## config.mk

```make
export PLATFORM = sky130hd
export DESIGN_NAME = uart_gain_rx
export DESIGN_NICKNAME = d
export VERILOG_FILES = /design/src/rtl/uart_gain_rx.sv
export SDC_FILE = /design/constraint.sdc
export NUM_CORES = 1
export LEC_CHECK = 0
export CORE_ASPECT_RATIO = 1.5
export CORE_MARGIN = 2
export CORE_UTILIZATION = 40
export CTS_BUF_LIST = sky130_fd_sc_hd__clkbuf_8
export DETAILED_ROUTE_END_ITERATION = 10
export PLACE_DENSITY = 0.69
export SYNTH_ARGS = -nofsm -noshare
export SYNTH_HDL_FRONTEND = slang
export SYNTH_SLANG_ARGS = --single-unit
```

## constraint.sdc

```tcl
create_clock -name clk -period 4.3 [get_ports clk]
set_clock_uncertainty 0.15 [all_clocks]
set_input_delay 0.43 -clock clk [delete_from_list [all_inputs] [get_ports clk]]
set_output_delay 0.43 -clock clk [all_outputs]
set_load 0.02 [all_outputs]
```

## src/rtl/uart_gain_rx.sv

```systemverilog
// uart_gain_rx: 8N1 UART receiver (LSB first, idle high) plus a command-frame
// parser. A host uses it to retune the wall-follower PID gains (k_p, k_i, k_d)
// and the distance setpoint at run time.
// Frame: 0xA5, ADDR, DATA_HI, DATA_LO, CHK where CHK = ADDR ^ DATA_HI ^ DATA_LO.
// ADDR: 0=k_p, 1=k_i, 2=k_d, 3=setpoint (setpoint takes DATA_LO only).
// Build option: define FRAME_TIMEOUT_EN to add an inter-byte watchdog. The
// watchdog abandons a stalled partial frame after TIMEOUT_CLKS and pulses cmd_err.
module uart_gain_rx #(
   parameter int unsigned CLKS_PER_BIT = 1085,
   parameter int unsigned GAIN_WIDTH   = 16,
   parameter int unsigned SP_WIDTH     = 7,
   parameter int unsigned KP_RESET     = 582,
   parameter int unsigned KI_RESET     = 0,
   parameter int unsigned KD_RESET     = 74,
   parameter int unsigned SP_RESET     = 18,
   parameter int unsigned TIMEOUT_CLKS = 4 * 10 * CLKS_PER_BIT
) (
   input  logic                  clk,
   input  logic                  reset_n,
   input  logic                  serial_rx,
   output logic [GAIN_WIDTH-1:0] k_p,
   output logic [GAIN_WIDTH-1:0] k_i,
   output logic [GAIN_WIDTH-1:0] k_d,
   output logic [SP_WIDTH-1:0]   setpoint,
   output logic                  upd_valid,
   output logic [1:0]            upd_addr,
   output logic                  frame_err,
   output logic                  cmd_err,
   output logic [7:0]            err_count
);

   localparam int unsigned      CNT_W     = (CLKS_PER_BIT > 1) ? $clog2(CLKS_PER_BIT) : 1;
   localparam logic [CNT_W-1:0] CNT_HALF  = CNT_W'(CLKS_PER_BIT / 2);
   localparam logic [CNT_W-1:0] CNT_LAST  = CNT_W'(CLKS_PER_BIT - 1);
   localparam logic [7:0]       SYNC_BYTE = 8'hA5;

   typedef enum logic [1:0] {RX_IDLE, RX_START, RX_DATA, RX_STOP} rx_state_t;
   typedef enum logic [2:0] {P_SYNC, P_ADDR, P_HI, P_LO, P_CHK} p_state_t;

   // Synchronizer and receiver
   logic             r_sync1;
   logic             r_sync2;
   logic             w_rx;
   rx_state_t        r_rx_state;
   logic [CNT_W-1:0] r_clk_cnt;
   logic [2:0]       r_bit_idx;
   logic [7:0]       r_rx_shift;
   logic [7:0]       r_byte;
   logic             r_byte_valid;
   logic             r_stop_low;

   // Parser and register file
   p_state_t             r_p_state;
   logic [1:0]           r_addr;
   logic [7:0]           r_hi;
   logic [7:0]           r_lo;
   logic [GAIN_WIDTH-1:0] r_k_p;
   logic [GAIN_WIDTH-1:0] r_k_i;
   logic [GAIN_WIDTH-1:0] r_k_d;
   logic [SP_WIDTH-1:0]  r_setpoint;
   logic                 r_upd_valid;
   logic [1:0]           r_upd_addr;
   logic                 r_frame_err;
   logic                 r_cmd_err;
   logic [7:0]           r_err_count;
   logic                 w_timeout;

   // Two-flop synchronizer for the asynchronous serial line; resets to idle-high.
   always_ff @(posedge clk or negedge reset_n) begin
      if (!reset_n) begin
         r_sync1 <= 1'b1;
         r_sync2 <= 1'b1;
      end else begin
         // NOTE: non-blocking so r_sync2 takes the pre-edge r_sync1, giving two real flops.
         r_sync1 <= serial_rx;
         r_sync2 <= r_sync1;
      end
   end

   assign w_rx = r_sync2;

   // Bit-level receiver: find the start bit, sample mid-bit, shift in LSB first, check the stop bit.
   always_ff @(posedge clk or negedge reset_n) begin
      if (!reset_n) begin
         r_rx_state   <= RX_IDLE;
         r_clk_cnt    <= '0;
         r_bit_idx    <= '0;
         r_rx_shift   <= '0;
         r_byte       <= '0;
         r_byte_valid <= 1'b0;
         r_stop_low   <= 1'b0;
      end else begin
         // NOTE: pulse flops default low every clock, so each assertion lasts exactly one cycle.
         r_byte_valid <= 1'b0;
         r_stop_low   <= 1'b0;
         case (r_rx_state)
            RX_IDLE: begin
               r_clk_cnt <= '0;
               r_bit_idx <= '0;
               if (!w_rx) r_rx_state <= RX_START;
            end
            RX_START: begin
               if (r_clk_cnt == CNT_HALF) begin
                  r_clk_cnt  <= '0;
                  // A line that is high again at mid-start-bit was only a glitch.
                  r_rx_state <= w_rx ? RX_IDLE : RX_DATA;
               end else begin
                  r_clk_cnt <= r_clk_cnt + CNT_W'(1);
               end
            end
            RX_DATA: begin
               if (r_clk_cnt == CNT_LAST) begin
                  r_clk_cnt  <= '0;
                  r_rx_shift <= {w_rx, r_rx_shift[7:1]};
                  if (r_bit_idx == 3'd7) r_rx_state <= RX_STOP;
                  else                   r_bit_idx  <= r_bit_idx + 3'd1;
               end else begin
                  r_clk_cnt <= r_clk_cnt + CNT_W'(1);
               end
            end
            RX_STOP: begin
               if (r_clk_cnt == CNT_LAST) begin
                  r_clk_cnt  <= '0;
                  r_rx_state <= RX_IDLE;
                  if (w_rx) begin
                     r_byte       <= r_rx_shift;
                     r_byte_valid <= 1'b1;
                  end else begin
                     r_stop_low   <= 1'b1;
                  end
               end else begin
                  r_clk_cnt <= r_clk_cnt + CNT_W'(1);
               end
            end
            default: r_rx_state <= RX_IDLE;
         endcase
      end
   end

   // Frame parser: assemble A5-framed commands, write the addressed register, flag errors.
   always_ff @(posedge clk or negedge reset_n) begin
      if (!reset_n) begin
         r_p_state   <= P_SYNC;
         r_addr      <= '0;
         r_hi        <= '0;
         r_lo        <= '0;
         r_k_p       <= GAIN_WIDTH'(KP_RESET);
         r_k_i       <= GAIN_WIDTH'(KI_RESET);
         r_k_d       <= GAIN_WIDTH'(KD_RESET);
         r_setpoint  <= SP_WIDTH'(SP_RESET);
         r_upd_valid <= 1'b0;
         r_upd_addr  <= '0;
         r_frame_err <= 1'b0;
         r_cmd_err   <= 1'b0;
      end else begin
         r_upd_valid <= 1'b0;
         r_frame_err <= 1'b0;
         r_cmd_err   <= 1'b0;
         // Only one of these events can occur per clock, so frame_err and cmd_err never overlap.
         if (r_stop_low) begin
            r_frame_err <= 1'b1;
            r_p_state   <= P_SYNC;
         end else if (r_byte_valid) begin
            case (r_p_state)
               P_SYNC: begin
                  if (r_byte == SYNC_BYTE) r_p_state <= P_ADDR;
               end
               P_ADDR: begin
                  if (r_byte > 8'd3) begin
                     r_cmd_err <= 1'b1;
                     r_p_state <= P_SYNC;
                  end else begin
                     r_addr    <= r_byte[1:0];
                     r_p_state <= P_HI;
                  end
               end
               P_HI: begin
                  r_hi      <= r_byte;
                  r_p_state <= P_LO;
               end
               P_LO: begin
                  r_lo      <= r_byte;
                  r_p_state <= P_CHK;
               end
               P_CHK: begin
                  r_p_state <= P_SYNC;
                  if (r_byte == ({6'd0, r_addr} ^ r_hi ^ r_lo)) begin
                     r_upd_valid <= 1'b1;
                     r_upd_addr  <= r_addr;
                     case (r_addr)
                        2'd0:    r_k_p      <= GAIN_WIDTH'({r_hi, r_lo});
                        2'd1:    r_k_i      <= GAIN_WIDTH'({r_hi, r_lo});
                        2'd2:    r_k_d      <= GAIN_WIDTH'({r_hi, r_lo});
                        default: r_setpoint <= SP_WIDTH'(r_lo);
                     endcase
                  end else begin
                     r_cmd_err <= 1'b1;
                  end
               end
               default: r_p_state <= P_SYNC;
            endcase
         end else if (w_timeout) begin
            r_cmd_err <= 1'b1;
            r_p_state <= P_SYNC;
         end
      end
   end

`ifdef FRAME_TIMEOUT_EN
   localparam int unsigned TO_W = $clog2(TIMEOUT_CLKS + 1);
   logic [TO_W-1:0] r_to_cnt;

   // Inter-byte watchdog: counts idle clocks inside a frame, restarts on every received byte.
   always_ff @(posedge clk or negedge reset_n) begin
      if (!reset_n) begin
         r_to_cnt <= '0;
      end else if (r_byte_valid || r_stop_low || (r_p_state == P_SYNC) || w_timeout) begin
         r_to_cnt <= '0;
      end else begin
         r_to_cnt <= r_to_cnt + TO_W'(1);
      end
   end

   assign w_timeout = (r_to_cnt == TO_W'(TIMEOUT_CLKS));
`else
   // No watchdog: a partial frame waits indefinitely. The term references
   // TIMEOUT_CLKS so both builds share one parameter list; it is constant low.
   assign w_timeout = (TIMEOUT_CLKS == 0) && 1'b0;
`endif

   // Saturating error counter, stepped once per frame_err or cmd_err pulse.
   always_ff @(posedge clk or negedge reset_n) begin
      if (!reset_n) begin
         r_err_count <= '0;
      end else if ((r_frame_err || r_cmd_err) && (r_err_count != 8'hFF)) begin
         r_err_count <= r_err_count + 8'd1;
      end
   end

   assign k_p       = r_k_p;
   assign k_i       = r_k_i;
   assign k_d       = r_k_d;
   assign setpoint  = r_setpoint;
   assign upd_valid = r_upd_valid;
   assign upd_addr  = r_upd_addr;
   assign frame_err = r_frame_err;
   assign cmd_err   = r_cmd_err;
   assign err_count = r_err_count;

endmodule
```

==> impl_metrics.env, run 1 <==
export IMPL_setup_tns_ps=0
export IMPL_worst_setup_path_start_kind="flop"
export IMPL_rows=51
export IMPL_synth_flop_cell="dfrtp_1"
export IMPL_vias_per_cell=5.18
export IMPL_worstMarginPinSlew_ps=811
export IMPL_ctsResizeCount=0
export IMPL_wire_per_inst_um=16.3
export IMPL_syn_nets=385
export IMPL_period_needed_ps=2790
export IMPL_routed_via_count=3282
export IMPL_grt_overflow=0
export IMPL_first_pass_iters=4
export IMPL_dieArea_um2=14100
export IMPL_grt_usage_pct=15.6
export IMPL_cts_made_buffers=17
export IMPL_fp_coreArea_um2=12900
export IMPL_slew_headroom_pct=45.4
export IMPL_vdd_ir_drop_max_v=0.000183
export IMPL_synth_seq_cells=125
export IMPL_finalMaxSlewViolations=0
export IMPL_drc_errors=0
export IMPL_async_flop_share_pct=100
export IMPL_synth_cells=376
export IMPL_h_tree_depth=4
export IMPL_cp_slowest_stage_delay_ps=660
export IMPL_maxCapViolCount=0
export IMPL_setup_viol_count_final=0
export IMPL_syn_area_per_cell_um2=14.0
export IMPL_post_cts_buffers=0
export IMPL_clk_pin_slew_ps=70
export IMPL_ys_warn_count=0
export IMPL_worst_endpoint_required_ps=4450
export IMPL_first_iter_violations=193
export IMPL_grt_max_degree=122
export IMPL_syn_to_final_growth_pct=25.1
export IMPL_worstSkewPairLatency_ps=430
export IMPL_ant_nets=0
export IMPL_crit_type="reg -> reg"
export IMPL_worstHoldPathType="in -> async"
export IMPL_clockBufferDepth=2
export IMPL_yosysSeqAreaShare_pct=59.7
export IMPL_max_freq_mhz=358
export IMPL_p_per_area_nw_per_um2=349
export IMPL_grt_pass1_wl_um=17100
export IMPL_drive_gt1_share_pct=30.5
export IMPL_gp_congestion=0.780
export IMPL_crit_path_end_kind="flop"
export IMPL_cts_sinks=125
export IMPL_dp_hpwl_um=7230
export IMPL_timing_final_hold_violations=0
export IMPL_status="completed"
export IMPL_die_x_um=97.7
export IMPL_slowest_stage="nand4_2"
export IMPL_path_cells="xor2_1 > xnor2_1 > nor4_4 > nand4_2 > mux2_2"
export IMPL_rsz0062_at_grt="false"
export IMPL_tritoncts="yes"
export IMPL_min_period_over_period_pct=64.9
export IMPL_synth_edf_count=0
export IMPL_cts_root_buf="clkbuf_8"
export IMPL_p_total_w=0.00230
export IMPL_routed_wl_um=10400
export IMPL_crit_arrival_ps=2950
export IMPL_die_y_um=144
export IMPL_nets=471
export IMPL_grt_pass1_vias=3386
export IMPL_cp_max_fo=16
export IMPL_grt_antenna_before_repair=0
export IMPL_ys_types=39
export IMPL_initial_utilization_pct=40.8
export IMPL_port_buffers=70
export IMPL_netlist_area_um2=5260
export IMPL_io_pins=71
export IMPL_diodes=0
export IMPL_leakagePower_nw=3.08
-- cells in the mapped netlist (all sizes together), types with 2 or more instances --
| library cell | instances | area (um^2) |
|---|---|---|
| dfrtp | 114 | 2850 |
| mux2 | 92 | 1040 |
| xnor2 | 22 | 193 |
| nor2 | 17 | 63.8 |
| nand2 | 12 | 45.0 |
| nand3 | 12 | 60.1 |
| dfstp | 11 | 289 |
| nand4 | 11 | 87.6 |
| xor2 | 11 | 96.3 |
| inv | 7 | 26.3 |
| a21oi | 6 | 30.0 |
| ha | 6 | 75.1 |
| nor3 | 6 | 35.0 |
| and3 | 5 | 31.3 |
| nand2b | 5 | 31.3 |
| nor3b | 5 | 37.5 |
| nor4 | 4 | 55.1 |
| o21ai | 4 | 20.0 |
| a31oi | 3 | 18.8 |
| buf | 3 | 33.8 |
| clkbuf | 3 | 11.3 |
| nand4b | 2 | 17.5 |
| nor2b | 2 | 12.5 |
| o211ai | 2 | 15.0 |
-- flip-flops by register name, summed over array words and instances, names as in the netlist, 11 cells and up, named ones only --
signal and count:
k_i 16, k_d 16, k_p 16, r_clk_cnt 11
-- power breakdown --
group | internal [W] | leakage, nW | switching, W | total (W)
clock network | 0.000629 | 0.211 | 0.000460 | 0.00109
registers | 0.00118 | 1.69 | 0.000000579 | 0.00118
logic | 0.00000424 | 1.17 | 0.0000230 | 0.0000272
total | 0.00181 | 3.08 | 0.000484 | 0.00230
-- worst max-delay path, delay by kind of cell, from the launching register on --
| kind | cells | cell delay [ps] |
|---|---|---|
| simple gates | 2 | 1130 |
| xor+xnor | 2 | 390 |
| flops | 1 | 480 |
| mux | 1 | 510 |
-- cell type report --
cell class                 instances  area (um^2)
sequential                       125         3140
fill                            1129         6300
tap                              159          199
inverter                           8         30.0
clock buffer                      17          234
multi-input combinational        237         2050
clock inverter                    15          198
timing repair buffer              73          736
-- cell families (layout without fill, tap and decap cells) --
group                    after synthesis  in the layout  synth area share [%]
flip-flops                           125            125                  59.7
adder cells (fa/ha/maj)                6              6                  1.43
buffers and inverters                 14            113                  1.43
AND/OR/NAND/NOR                       87             87                  9.94
multiplexers                          92             92                  19.8
AO/OA/AOI/OAI                         19             19                  2.21
XOR/XNOR                              33             33                  5.49
-- per-stage QoR --
step                setup WS [ps]  util, %  hold WS [ps]  area, um^2  instances
floorplan                    2050        -         -15.6        5260        376
global placement             1520     47.7          89.2        6140        601
detailed placement           1460     47.7          91.8        6140        601
CTS                          1440     51.1           156        6590        634
global route                 1340     51.1           163        6590        634
finish                       1510     51.1           189        6590        634
-- metal layers --
metal | GRT usage, % | wire length [um]
met3 | 3.87 | 324
met4 | 6.21 | 167
met2 | 28.2 | 5680
met5 | 0 | 0
met1 | 17.6 | 4190
-- final timing paths --
| kind | from | to | slack (ps) | cells past startpoint |
|---|---|---|---|---|
| max in group asynchronous | reset_n | k_p[4] | 2970 | 3 |
| min | reset_n | r_bit_idx[0] | 190 | 2 |
| max | r_lo[0] | k_p[13] | 1510 | 5 |
| min reg2reg | r_sync1 | r_sync2 | 210 | 0 |
| max reg2reg | r_lo[0] | k_p[13] | 1510 | 5 |
| min in group clk | r_sync1 | r_sync2 | 210 | 0 |
-- timing repair --
action / in CTS / in global routing
endpoints found under the setup margin: 0 / 0
hold endpoints to repair: 4 / 0
hold buffers: 1 / 0
-- layout by cell type, fill, tap and decap left out, drive strengths merged, types with 7 or more instances in the layout --
cell           netlist  routed
nand3               12      12
clkbuf               3      17
inv                  7       7
clkinv               1       9
nor2                17      17
mux2                92      92
dfrtp              114     114
clkdlybuf4s50        0      69
nand4               11      11
xnor2               22      22
dfstp               11      11
xor2                11      11
nand2               12      12
Note: power is estimated with default switching activity, not from simulation.
==> inputs of run 2 (changes only) <==
- clock period: 4.3 -> 2.74 ns (I/O delays scaled with it)
==> run 2 against run 1 <==
Die area unchanged. Sequential share of layout area decreased by 0.12 points. Cell area increased by 0.25%. Combinational power increased by 64%. First-iteration DRC count decreased by 27%. Worst setup slack got worse by 1100 ps. Critical path depth unchanged. Via count increased by 0.21%. Fmax increased by 19%. Flip-flop and latch count unchanged. Wire length increased by 0.81%. Clock power increased by 38%. Critical path type unchanged. Critical endpoint is now setpoint[0]. Largest cell class unchanged.
==> impl_metrics.env, run 2 (synthesis results as in run 1) <==
export IMPL_setup_tns_ps=0
export IMPL_routed_via_count=3289
export IMPL_path_cells="xor2_1 > xnor2_1 > nor4_4 > nand4_1 > mux2_2"
export IMPL_dp_hpwl_um=7530
export IMPL_fp_coreArea_um2=12900
export IMPL_crit_path_end_kind="flop"
export IMPL_worstMarginPinSlew_ps=1050
export IMPL_placed_cell_area_um2=6220
export IMPL_die_y_um=144
export IMPL_busiest_layer="met2"
export IMPL_worst_r2r_path_depth=5
export IMPL_grt_pass1_wl_um=17400
export IMPL_drc_errors=0
export IMPL_fin_area_um2=6600
export IMPL_cp_max_fo=7
export IMPL_gr_usage_met3_pct=4.93
export IMPL_syn_to_final_growth_pct=25.4
export IMPL_grt_use_met1_pct=17.9
export IMPL_r2r_start="r_byte[1]"
export IMPL_vias_per_cell=5.11
export IMPL_ant_nets=0
export IMPL_grt_pass1_vias=3419
export IMPL_min_period_over_period_pct=85.3
export IMPL_ctsResizeCount=0
export IMPL_setup_viol_count_final=0
export IMPL_worstSkewPairLatency_ps=420
export IMPL_cp_slowest_stage_delay_ps=440
export IMPL_worst_endpoint_required_ps=2890
export IMPL_initial_utilization_pct=40.8
export IMPL_crit_end="setpoint[0]"
export IMPL_diodes=0
export IMPL_layout_common_cells="dfrtp_1 (114), mux2_2 (90), clkdlybuf4s50_1 (69), xnor2_1 (22), clkbuf_8 (19)"
export IMPL_vdd_ir_drop_max_v=0.000289
export IMPL_routed_wl_um=10400
export IMPL_port_buffers=70
export IMPL_finalMaxSlewViolations=0
export IMPL_cts_made_buffers=17
export IMPL_nets=481
export IMPL_die_x_um=97.7
export IMPL_tritoncts="yes"
export IMPL_worstHoldPathType="in -> reg"
export IMPL_r2r_end="setpoint[0]"
export IMPL_grt_overflow=0
export IMPL_crit_arrival_ps=2490
export IMPL_period_needed_ps=2340
export IMPL_slowest_stage="dfrtp_1"
export IMPL_grt_usage_pct=15.8
export IMPL_rsz0062_at_grt="false"
export IMPL_maxCapViolCount=0
export IMPL_max_freq_mhz=428
export IMPL_status="completed"
export IMPL_gp_congestion=0.746
export IMPL_fillers=1115
export IMPL_final_common_cell="dfrtp_1"
export IMPL_worst_setup_path_start_kind="flop"
export IMPL_clk_pin_slew_ps=70
export IMPL_h_tree_depth=4
export IMPL_grt_max_degree=73
export IMPL_leakagePower_nw=3.12
export IMPL_crit_type="reg -> reg"
export IMPL_clockBufferDepth=2
export IMPL_grt_use_met2_pct=28.2
export IMPL_p_per_area_nw_per_um2=513
export IMPL_cts_root_buf="clkbuf_8"
export IMPL_timing_final_hold_violations=0
export IMPL_first_pass_iters=4
export IMPL_first_iter_violations=140
export IMPL_regToRegSetupSlack_ps=400
export IMPL_slew_headroom_pct=29.6
export IMPL_drive_gt1_share_pct=30.5
export IMPL_rows=51
export IMPL_crit_start="r_byte[1]"
export IMPL_grt_antenna_before_repair=0
export IMPL_wire_per_inst_um=16.2
export IMPL_io_pins=71
export IMPL_dieArea_um2=14100
export IMPL_cts_sinks=125
==> run 2: cell types whose count changed in the layout (fill, tap and decap cells not counted) <==
cell	change
clkinv_4	-4
clkinvlp_4	-1
buf_4	+10
clkinv_2	-2
inv_1	+7
clkbuf_8	+2
bufinv_16	-2
==> run 2: metal layers <==
metal	wire length, um	vias to the layer above	share of wire, %
met5	0	-	0
met4	131	0	1.3
li1	-	1532	-
met3	369	11	3.5
met2	5790	65	55
met1	4160	1681	40
==> run 2: worst min path at each step <==
stage	startpoint	to	slack [ps]	cells past startpoint
finish	serial_rx	r_sync1	120	1
global route	serial_rx	r_sync1	80	1
CTS	serial_rx	r_sync1	90	1
detailed placement	reset_n	r_bit_idx[1]	60	1
global placement	reset_n	r_bit_idx[0]	50	1
floorplan	reset_n	asynchronous set/reset pin	-170	0
==> run 2: timing repair <==
action,in CTS,in global routing
hold endpoints to repair,23,0
hold buffers,1,0
buffers inserted,0,0
==> run 2: critical path, delay by kind of cell, from the launching register on <==
family,cells,cell delay [ps]
xor gates and xnor gates,2,360
muxes,1,400
and+or+nand+nor,2,870
DFF,1,440
==> run 2: report_power, final <==
part | switching [W] | leakage, nW | internal, W
Sequential | 0.000000771 | 1.69 | 0.00185
Clock | 0.000666 | 0.210 | 0.000830
Combinational | 0.0000370 | 1.22 | 0.00000757
Total | 0.000704 | 3.12 | 0.00269
==> run 2: stage by stage <==
step	instances	util [%]	setup WS [ps]	hold slack (ps)	total power, W
6_report	644	51.2	402	115	0.00339
5_1_grt	644	51.2	132	81.7	0.00354
4_1_cts	644	51.2	383	93.2	0.00345
3_5_place_dp	611	48.2	340	55.8	0.00193
3_3_place_gp	611	48.2	458	49.6	0.00193
2_1_floorplan	376	-	487	-172	0.00189
==> run 2: layout make-up <==
class                      count  area [um^2]  share of cell area (%)
clock inverter                13          111                    1.69
clock buffer                  19          262                    3.96
inverter                       8         30.0                   0.455
multi-input combinational    237         2050                    31.0
sequential                   125         3140                    47.6
tap                          159          199                    3.01
timing repair buffer          83          811                    12.3
